===== src/rtl/hazard_pkg.sv =====
// Shared types and constants for the pipeline hazard controller and its helpers.
package hazard_pkg;

  // Register index width shared by the hazard and forwarding logic.
  localparam int RWIDTH = 5;

  // Architectural zero register; writes to it never create a dependency.
  localparam logic [RWIDTH-1:0] ZERO_REG = '0;

  // Width of the mult/div countdown (covers latencies up to 65535).
  localparam int MD_CNT_W = 16;

  // Sequencer states: normal flow, or waiting on a multi-cycle mult/div.
  typedef enum logic {
    RUN     = 1'b0,
    MD_WAIT = 1'b1
  } state_e;

  // Per-stage enable/flush bundle driven to the pipeline registers.
  typedef struct packed {
    logic pc_en;
    logic ifid_en;
    logic ifid_flush;
    logic idex_en;
    logic idex_flush;
    logic exmem_en;
    logic exmem_flush;
    logic memwb_en;
  } ctrl_t;

  // All enables set, no flushes: the pipe advances normally.
  localparam ctrl_t CTRL_ADVANCE = '{
    pc_en: 1'b1, ifid_en: 1'b1, ifid_flush: 1'b0, idex_en: 1'b1,
    idex_flush: 1'b0, exmem_en: 1'b1, exmem_flush: 1'b0, memwb_en: 1'b1
  };

endpackage


===== src/rtl/load_use_detect.sv =====
// Load-use hazard compare: the EX instruction is a load whose destination
// is read by the instruction currently in ID. Purely combinational.
module load_use_detect #(
  parameter int RWIDTH = hazard_pkg::RWIDTH
) (
  input  logic [RWIDTH-1:0] id_rs,
  input  logic [RWIDTH-1:0] id_rt,
  input  logic              id_uses_rs,
  input  logic              id_uses_rt,
  input  logic [RWIDTH-1:0] ex_rd,
  input  logic              ex_mem_read,
  input  logic              ex_reg_write,
  output logic              luse
);
  import hazard_pkg::*;

  logic rd_live;
  logic rs_hit;
  logic rt_hit;

  // A load to the zero register produces no usable value, so it never stalls.
  always_comb begin
    rd_live = ex_mem_read & ex_reg_write & (ex_rd != RWIDTH'(ZERO_REG));
    rs_hit  = id_uses_rs & (id_rs == ex_rd);
    rt_hit  = id_uses_rt & (id_rt == ex_rd);
    luse    = rd_live & (rs_hit | rt_hit);
  end

endmodule


===== src/rtl/pipe_hazard_ctrl.sv =====
// Central pipeline sequencer: per-stage enable/flush strobes for load-use
// stalls, mult/div front-end bubbling, data-memory freeze and branch squash,
// plus a saturating count of cycles in which the PC did not advance.
module pipe_hazard_ctrl #(
  parameter int RWIDTH    = hazard_pkg::RWIDTH,
  parameter int MD_CYCLES = 32,
  parameter int CNT_W     = 16
) (
  input  logic              clk,
  input  logic              reset,
  input  logic [RWIDTH-1:0] id_rs,
  input  logic [RWIDTH-1:0] id_rt,
  input  logic              id_uses_rs,
  input  logic              id_uses_rt,
  input  logic [RWIDTH-1:0] ex_rd,
  input  logic              ex_mem_read,
  input  logic              ex_reg_write,
  input  logic              md_start,
  input  logic              branch_taken,
  input  logic              mem_req,
  input  logic              dmem_ready,
  output logic              pc_en,
  output logic              ifid_en,
  output logic              ifid_flush,
  output logic              idex_en,
  output logic              idex_flush,
  output logic              exmem_en,
  output logic              exmem_flush,
  output logic              memwb_en,
  output logic              md_busy,
  output logic [CNT_W-1:0]  stall_cnt
);
  import hazard_pkg::*;

  // Countdown preload: the issue cycle is spent in RUN, the rest in MD_WAIT.
  localparam logic [MD_CNT_W-1:0] MD_LOAD = MD_CNT_W'(MD_CYCLES - 2);

  state_e              state_q, state_d;
  logic [MD_CNT_W-1:0] md_cnt_q, md_cnt_d;
  logic [CNT_W-1:0]    stall_cnt_q, stall_cnt_d;
  logic                luse;
  logic                memstall;
  ctrl_t               ctrl;

  load_use_detect #(.RWIDTH(RWIDTH)) u_luse (
    .id_rs        (id_rs),
    .id_rt        (id_rt),
    .id_uses_rs   (id_uses_rs),
    .id_uses_rt   (id_uses_rt),
    .ex_rd        (ex_rd),
    .ex_mem_read  (ex_mem_read),
    .ex_reg_write (ex_reg_write),
    .luse         (luse)
  );

  assign memstall = mem_req & ~dmem_ready;

  // Strobe decode and next-state: memstall > MD_WAIT > luse > branch > normal.
  always_comb begin
    ctrl     = '0;
    state_d  = state_q;
    // The divider runs on its own, so the countdown continues even when frozen.
    md_cnt_d = (md_cnt_q != '0) ? md_cnt_q - 1'b1 : md_cnt_q;

    if (reset) begin
      ctrl = '0;
    end else if (memstall) begin
      ctrl = '0;
    end else if (state_q == MD_WAIT) begin
      ctrl.exmem_en    = 1'b1;
      ctrl.exmem_flush = 1'b1;
      ctrl.memwb_en    = 1'b1;
      if (md_cnt_q == '0) begin
        state_d = RUN;
      end
    end else if (luse) begin
      // Hold PC and IF/ID; ID/EX captures one bubble while the load moves on.
      ctrl.idex_en    = 1'b1;
      ctrl.idex_flush = 1'b1;
      ctrl.exmem_en   = 1'b1;
      ctrl.memwb_en   = 1'b1;
    end else if (md_start) begin
      ctrl     = CTRL_ADVANCE;
      state_d  = MD_WAIT;
      md_cnt_d = MD_LOAD;
    end else if (branch_taken) begin
      ctrl            = CTRL_ADVANCE;
      ctrl.ifid_flush = 1'b1;
    end else begin
      ctrl = CTRL_ADVANCE;
    end
  end

  // Saturating count of cycles in which the PC was held.
  always_comb begin
    stall_cnt_d = stall_cnt_q;
    if (!ctrl.pc_en && (stall_cnt_q != '1)) begin
      stall_cnt_d = stall_cnt_q + 1'b1;
    end
  end

  // State, mult/div countdown and performance counter registers.
  always_ff @(posedge clk or posedge reset) begin
    if (reset) begin
      state_q     <= RUN;
      md_cnt_q    <= '0;
      stall_cnt_q <= '0;
    end else begin
      state_q     <= state_d;
      md_cnt_q    <= md_cnt_d;
      stall_cnt_q <= stall_cnt_d;
    end
  end

  assign pc_en       = ctrl.pc_en;
  assign ifid_en     = ctrl.ifid_en;
  assign ifid_flush  = ctrl.ifid_flush;
  assign idex_en     = ctrl.idex_en;
  assign idex_flush  = ctrl.idex_flush;
  assign exmem_en    = ctrl.exmem_en;
  assign exmem_flush = ctrl.exmem_flush;
  assign memwb_en    = ctrl.memwb_en;
  assign md_busy     = (state_q == MD_WAIT);
  assign stall_cnt   = stall_cnt_q;

endmodule


===== config.mk =====
export PLATFORM = sky130hd
export DESIGN_NAME = pipe_hazard_ctrl
export DESIGN_NICKNAME = d
export VERILOG_FILES = /design/src/rtl/hazard_pkg.sv /design/src/rtl/load_use_detect.sv /design/src/rtl/pipe_hazard_ctrl.sv
export SDC_FILE = /design/constraint.sdc
export NUM_CORES = 1
export LEC_CHECK = 0
export ABC_CLOCK_PERIOD_IN_PS = 7940
export CELL_PAD_IN_SITES_DETAIL_PLACEMENT = 1
export CELL_PAD_IN_SITES_GLOBAL_PLACEMENT = 1
export CORE_MARGIN = 2
export CORE_UTILIZATION = 34
export DETAILED_ROUTE_END_ITERATION = 10
export PLACE_DENSITY_LB_ADDON = 0.1
export SKIP_CTS_REPAIR_TIMING = 1
export SYNTH_ARGS = -nofsm -noshare
export SYNTH_HDL_FRONTEND = slang
export SYNTH_SLANG_ARGS = --single-unit

===== constraint.sdc =====
create_clock -name clk -period 7.94 [get_ports clk]
set_input_delay 2.382 -clock clk [delete_from_list [all_inputs] [get_ports clk]]
set_output_delay 2.382 -clock clk [all_outputs]
set_load 0.005 [all_outputs]

# == After elaboration in Yosys (flattened, before gate mapping) ==
# Cells that the tools add are included.
# op_classes
eq_ne,3
bitwise_logic,10
mux,20
add_sub_neg,2
n_reduce_logical,6
# ops
cell,count
16-bit 2-to-1 mux,6
8-bit 2-to-1 mux,3
16-bit by 1-bit adder with 16-bit output (second input constant),1
16-bit zero test,1
16-bit inequality test (second input constant),1
16-bit nonzero test,1
16-bit by 1-bit subtractor with 16-bit output (second input constant),1
5-bit == test,2
3-bit 2-to-1 mux,3
1-bit AND,6
1-bit 2-to-1 mux,6
6-bit 2-to-1 mux,1
5-bit 2-to-1 mux,1
5-bit nonzero test,1
1-bit inverter,3
2-bit AND reduction,1
1-bit logical AND,1
1-bit zero test,1
1-bit OR,1
# word_totals
register_bits,33
elab_cells,44

# == Depth between registers and ports, before layout ==
# logic_depth
ltp_word,10
depth_mapped,8

# == Modules after synthesis ==
# A second synthesis with hierarchy kept.
# unflattened
hier_cells,205
hier_area_um2,1955.6
# by_module_without_submodules
module,seq_area_each_um2,n_inst,area_each_um2,cells_per_inst
pipe_hazard_ctrl,825.8,1,1820.5,188
load_use_detect,0.0,1,135.1,17

# == Worst setup path after synthesis ==
# No wires, ideal clock.
# synth_path
path_kind,input -> output
start,input port ex_rd[1]
end,output port ifid_flush
stages,5
slack_ps,1894
t_arrival_ps,3664
path_cell_list,or3_1 o311a_4 a21oi_4 buf_6 and3b_1
# synth_between
elab_chain_cells,8
word_cells_on_any_way,12
classes_between,eq/ne (2); mux (4); bitwise (5); reduce/logical (1)
# synth_lines
element,line,rtl
from (decl),pipe_hazard_ctrl.sv:15,"input logic [RWIDTH-1:0] ex_rd,"
5-bit == test (on tied branches),"load_use_detect.sv:24, load_use_detect.sv:25",
1-bit AND (on tied branches),"load_use_detect.sv:24, load_use_detect.sv:25",
1-bit OR,load_use_detect.sv:26,luse = rd_live & (rs_hit | rt_hit);
1-bit AND *,load_use_detect.sv:26,
3-bit 2-to-1 mux *,pipe_hazard_ctrl.sv:76,end else if (luse) begin
5-bit 2-to-1 mux *,pipe_hazard_ctrl.sv:69,end else if (state_q == MD_WAIT) begin
8-bit 2-to-1 mux *,pipe_hazard_ctrl.sv:67,end else if (memstall) begin
8-bit 2-to-1 mux *,pipe_hazard_ctrl.sv:65,if (reset) begin
to (decl),pipe_hazard_ctrl.sv:24,"output logic ifid_flush,"
# Every way passes the cells marked *; elsewhere a longest branch is shown, timed or not.

# == Final worst setup path ==
# Ends and elaborated chain as after synthesis.

==> results.txt <==
RSZ-0062 raised after global routing: no
Leak: 1.069 nW
final clock skew: 0.002658 ns
Starting DRT DRC Count: 53
CP endpoint kind: output pin
Residual DRC: 0
DR pass1 iterations: 4
Detail Route Antenna Nets: 0
M3 GR Usage: 3.523%
final setup TNS: 0 ns
outcome: finished, final reports clean
hpwl dp: 3405 µm
H-Tree Depth: 2
DR vias: 1556
largest net degree at the start of global routing: 34
Core Rows: 27
Slowest-stage cell, CP: clkdlybuf4s50_1
I/O pin count: 50
r2r endpoint: stall_cnt[1]
CTS sink cnt: 33
Port Buffers: 49
clk_lat worst skew: 0.28 ns
ys async rst share: 100.0%
Initial Utilization: 34.80%
Die Y: 78.84 µm
# Max-Cap Violations: 0
register area share after synthesis: 43.36%
Power Density: 295.9 mW/mm²
worst setup path startpoint: ex_rd[1]
top cells by area, synth: dfrtp_1, xor2_1, xnor2_1, nand2_1, nor2_1
clock tree buffer depth: 2
area leader, netlist: dfrtp_1
gpl congestion: 0.7218
Global Route Usage Sum: 16.25%
syn avg cell area: 9.816 µm²
CP Data Arrival Time: 4.48 ns
Cells after Synth: 194
Final setup viols: 0
Total Die Area: 0.006216 mm²
Slew headroom: 66.59%
CTS Root Cell: clkbuf_8
Setup crit start kind: primary input
count of different cell masters after synthesis: 41
fraction of layout cells with a size suffix above 1: 8.130%
WP data required: 5.56 ns
GRT overflow: 0
Die Wd: 78.84 µm
initial antenna violation count: 0
Worst R2R Setup Slack: 5.46 ns
Final Core Density: 46.85%
Top FF cell, synth: dfrtp_1
WL/cell: 14.50 µm
WS Path Type: in -> out
cells along the critical path: clkdlybuf4s50_1 > or3_1 > o311a_4 > a21oi_4 > and3b_1 > clkdlybuf4s50_1
Fmax: 0.1458 GHz
reg-to-reg critical path startpoint: stall_cnt[0]
peak supply drop: 186.0 µV
vias in the first global route: 1637
Slew Limit Fails: 0
most frequent CP cell: clkdlybuf4s50_1
synth-to-layout area growth: 34.63%
M2 GR Usage: 27.01%
Post-synth EDFFs: 0
number of diodes: 0
slowest stage delay, CP: 0.49 ns
final WL: 4612 µm
vias per cell: 4.893
first-pass GRT wire length: 7955 µm
Slew @ Worst Pin: 0.4973 ns
Setup crit end: ifid_flush
CTS tree: done
R2R cell count: 6
final-layout fill cell count: 630
core area: 0.005473 mm²
nets@finish: 273
CTS clk-pin slew, worst paths: 0.07 ns
GR peak layer: met2
met1 GRT Util: 21.13%
Yosys reg bits: 33
Final Hold Vio Count: 0
Critical Path Fanout Max: 4
worst min-delay path class: reg -> reg
Num CTS Buffers: 5
synth warn: 0
Post-Syn Area: 0.001904 mm²
Tmin final: 6.861 ns
crit share post-route: 86.41%
Synth top area share: 43.36%
Syn Nets: 222
## state kept, by name (all words and copies together) (netlist names)
register / flops
md_busy: 1
md_cnt_q: 16
stall_cnt: 16
## placed cells by master, fill, tap and decap left out, types with 4 or more instances in the layout
cell type,n
clkdlybuf4s50_1,49
dfrtp_1,33
xor2_1,21
nand2_1,20
nor2_1,16
xnor2_1,13
inv_1,10
nor4_1,9
nand3_1,8
nand4_1,6
nor3_1,6
clkbuf_8,6
o21ai_0,4
## through the flow
step	instance area (µm²)	power (mW)	cells	hold slack, ns	worst slack, ns
finish	2564	0.7587	318	0.4860	1.079
global route	2564	0.8262	318	0.5257	1.026
CTS	2564	0.7718	318	0.4941	1.056
detailed placement	2447	0.5981	310	0.4840	1.059
global placement	2447	0.5879	310	0.4803	1.091
floorplan	1904	0.4676	194	0.4774	1.894
## report_power, final
group          internal (mW)  leakage, nW  switching, mW
logic                  0.158        0.613          0.129
registers              0.235        0.397         0.0703
clock network          0.102       0.0585         0.0636
## per-layer routing
layer  share of wire (%)  vias up
met2                  50       30
met1                  46      756
met4                 1.1        0
met3                 3.1        5
met5                   0        -
li1                    -      765
## final cells by class
cell class              instances  area (µm²)  share of cell area [%]
clock buffers                   7       86.33                   3.367
clock inverters                 1       30.03                   1.171
inverters                      10       37.54                   1.464
multi-input cells             144       988.4                   38.56
flip-flops and latches         33       825.8                   32.21
well taps                      72       90.09                   3.514
repair buffers                 51       505.5                   19.72
## cell usage after synthesis, types with 2 or more instances
master     n
dfrtp_1   33
xor2_1    21
nand2_1   20
nor2_1    16
xnor2_1   13
inv_1     10
nor4_1     9
nand3_1    8
nand4_1    6
nor3_1     6
o21ai_0    4
and3_1     3
buf_2      3
ha_1       3
nand4b_1   3
o31a_1     3
buf_4      2
buf_6      2
mux2_1     2
nand2b_1   2
nand3b_1   2
nor2b_1    2
nor4_2     2
or3_1      2
## worst min-delay path by stage
stage,start,slack [ns],endpoint,cells after the start
after CTS,stall_cnt[15],0.49,stall_cnt[15],1
after detailed placement,stall_cnt[15],0.48,stall_cnt[15],1
final,stall_cnt[15],0.49,stall_cnt[15],1
after global routing,stall_cnt[15],0.53,stall_cnt[15],1
after floorplan,stall_cnt[15],0.48,stall_cnt[15],1
after global placement,stall_cnt[15],0.48,stall_cnt[15],1
## critical path, delay by kind of cell
kind / cells / cell delay (ns)
AOI/OAI and AO/OA: 2 / 0.55
and+or+nand+nor: 2 / 0.59
buffers and inverters: 2 / 0.96
## kinds of logic after synthesis
kind of cell	count (synthesis)	synth area share, %
xor+xnor	34	15.64
buf+inv	17	4.730
mux	3	1.971
fa+ha+maj	3	1.971
simple gates	90	25.82
flops	33	43.36
compound gates	14	6.505
Power figures use the tool's default switching activity.
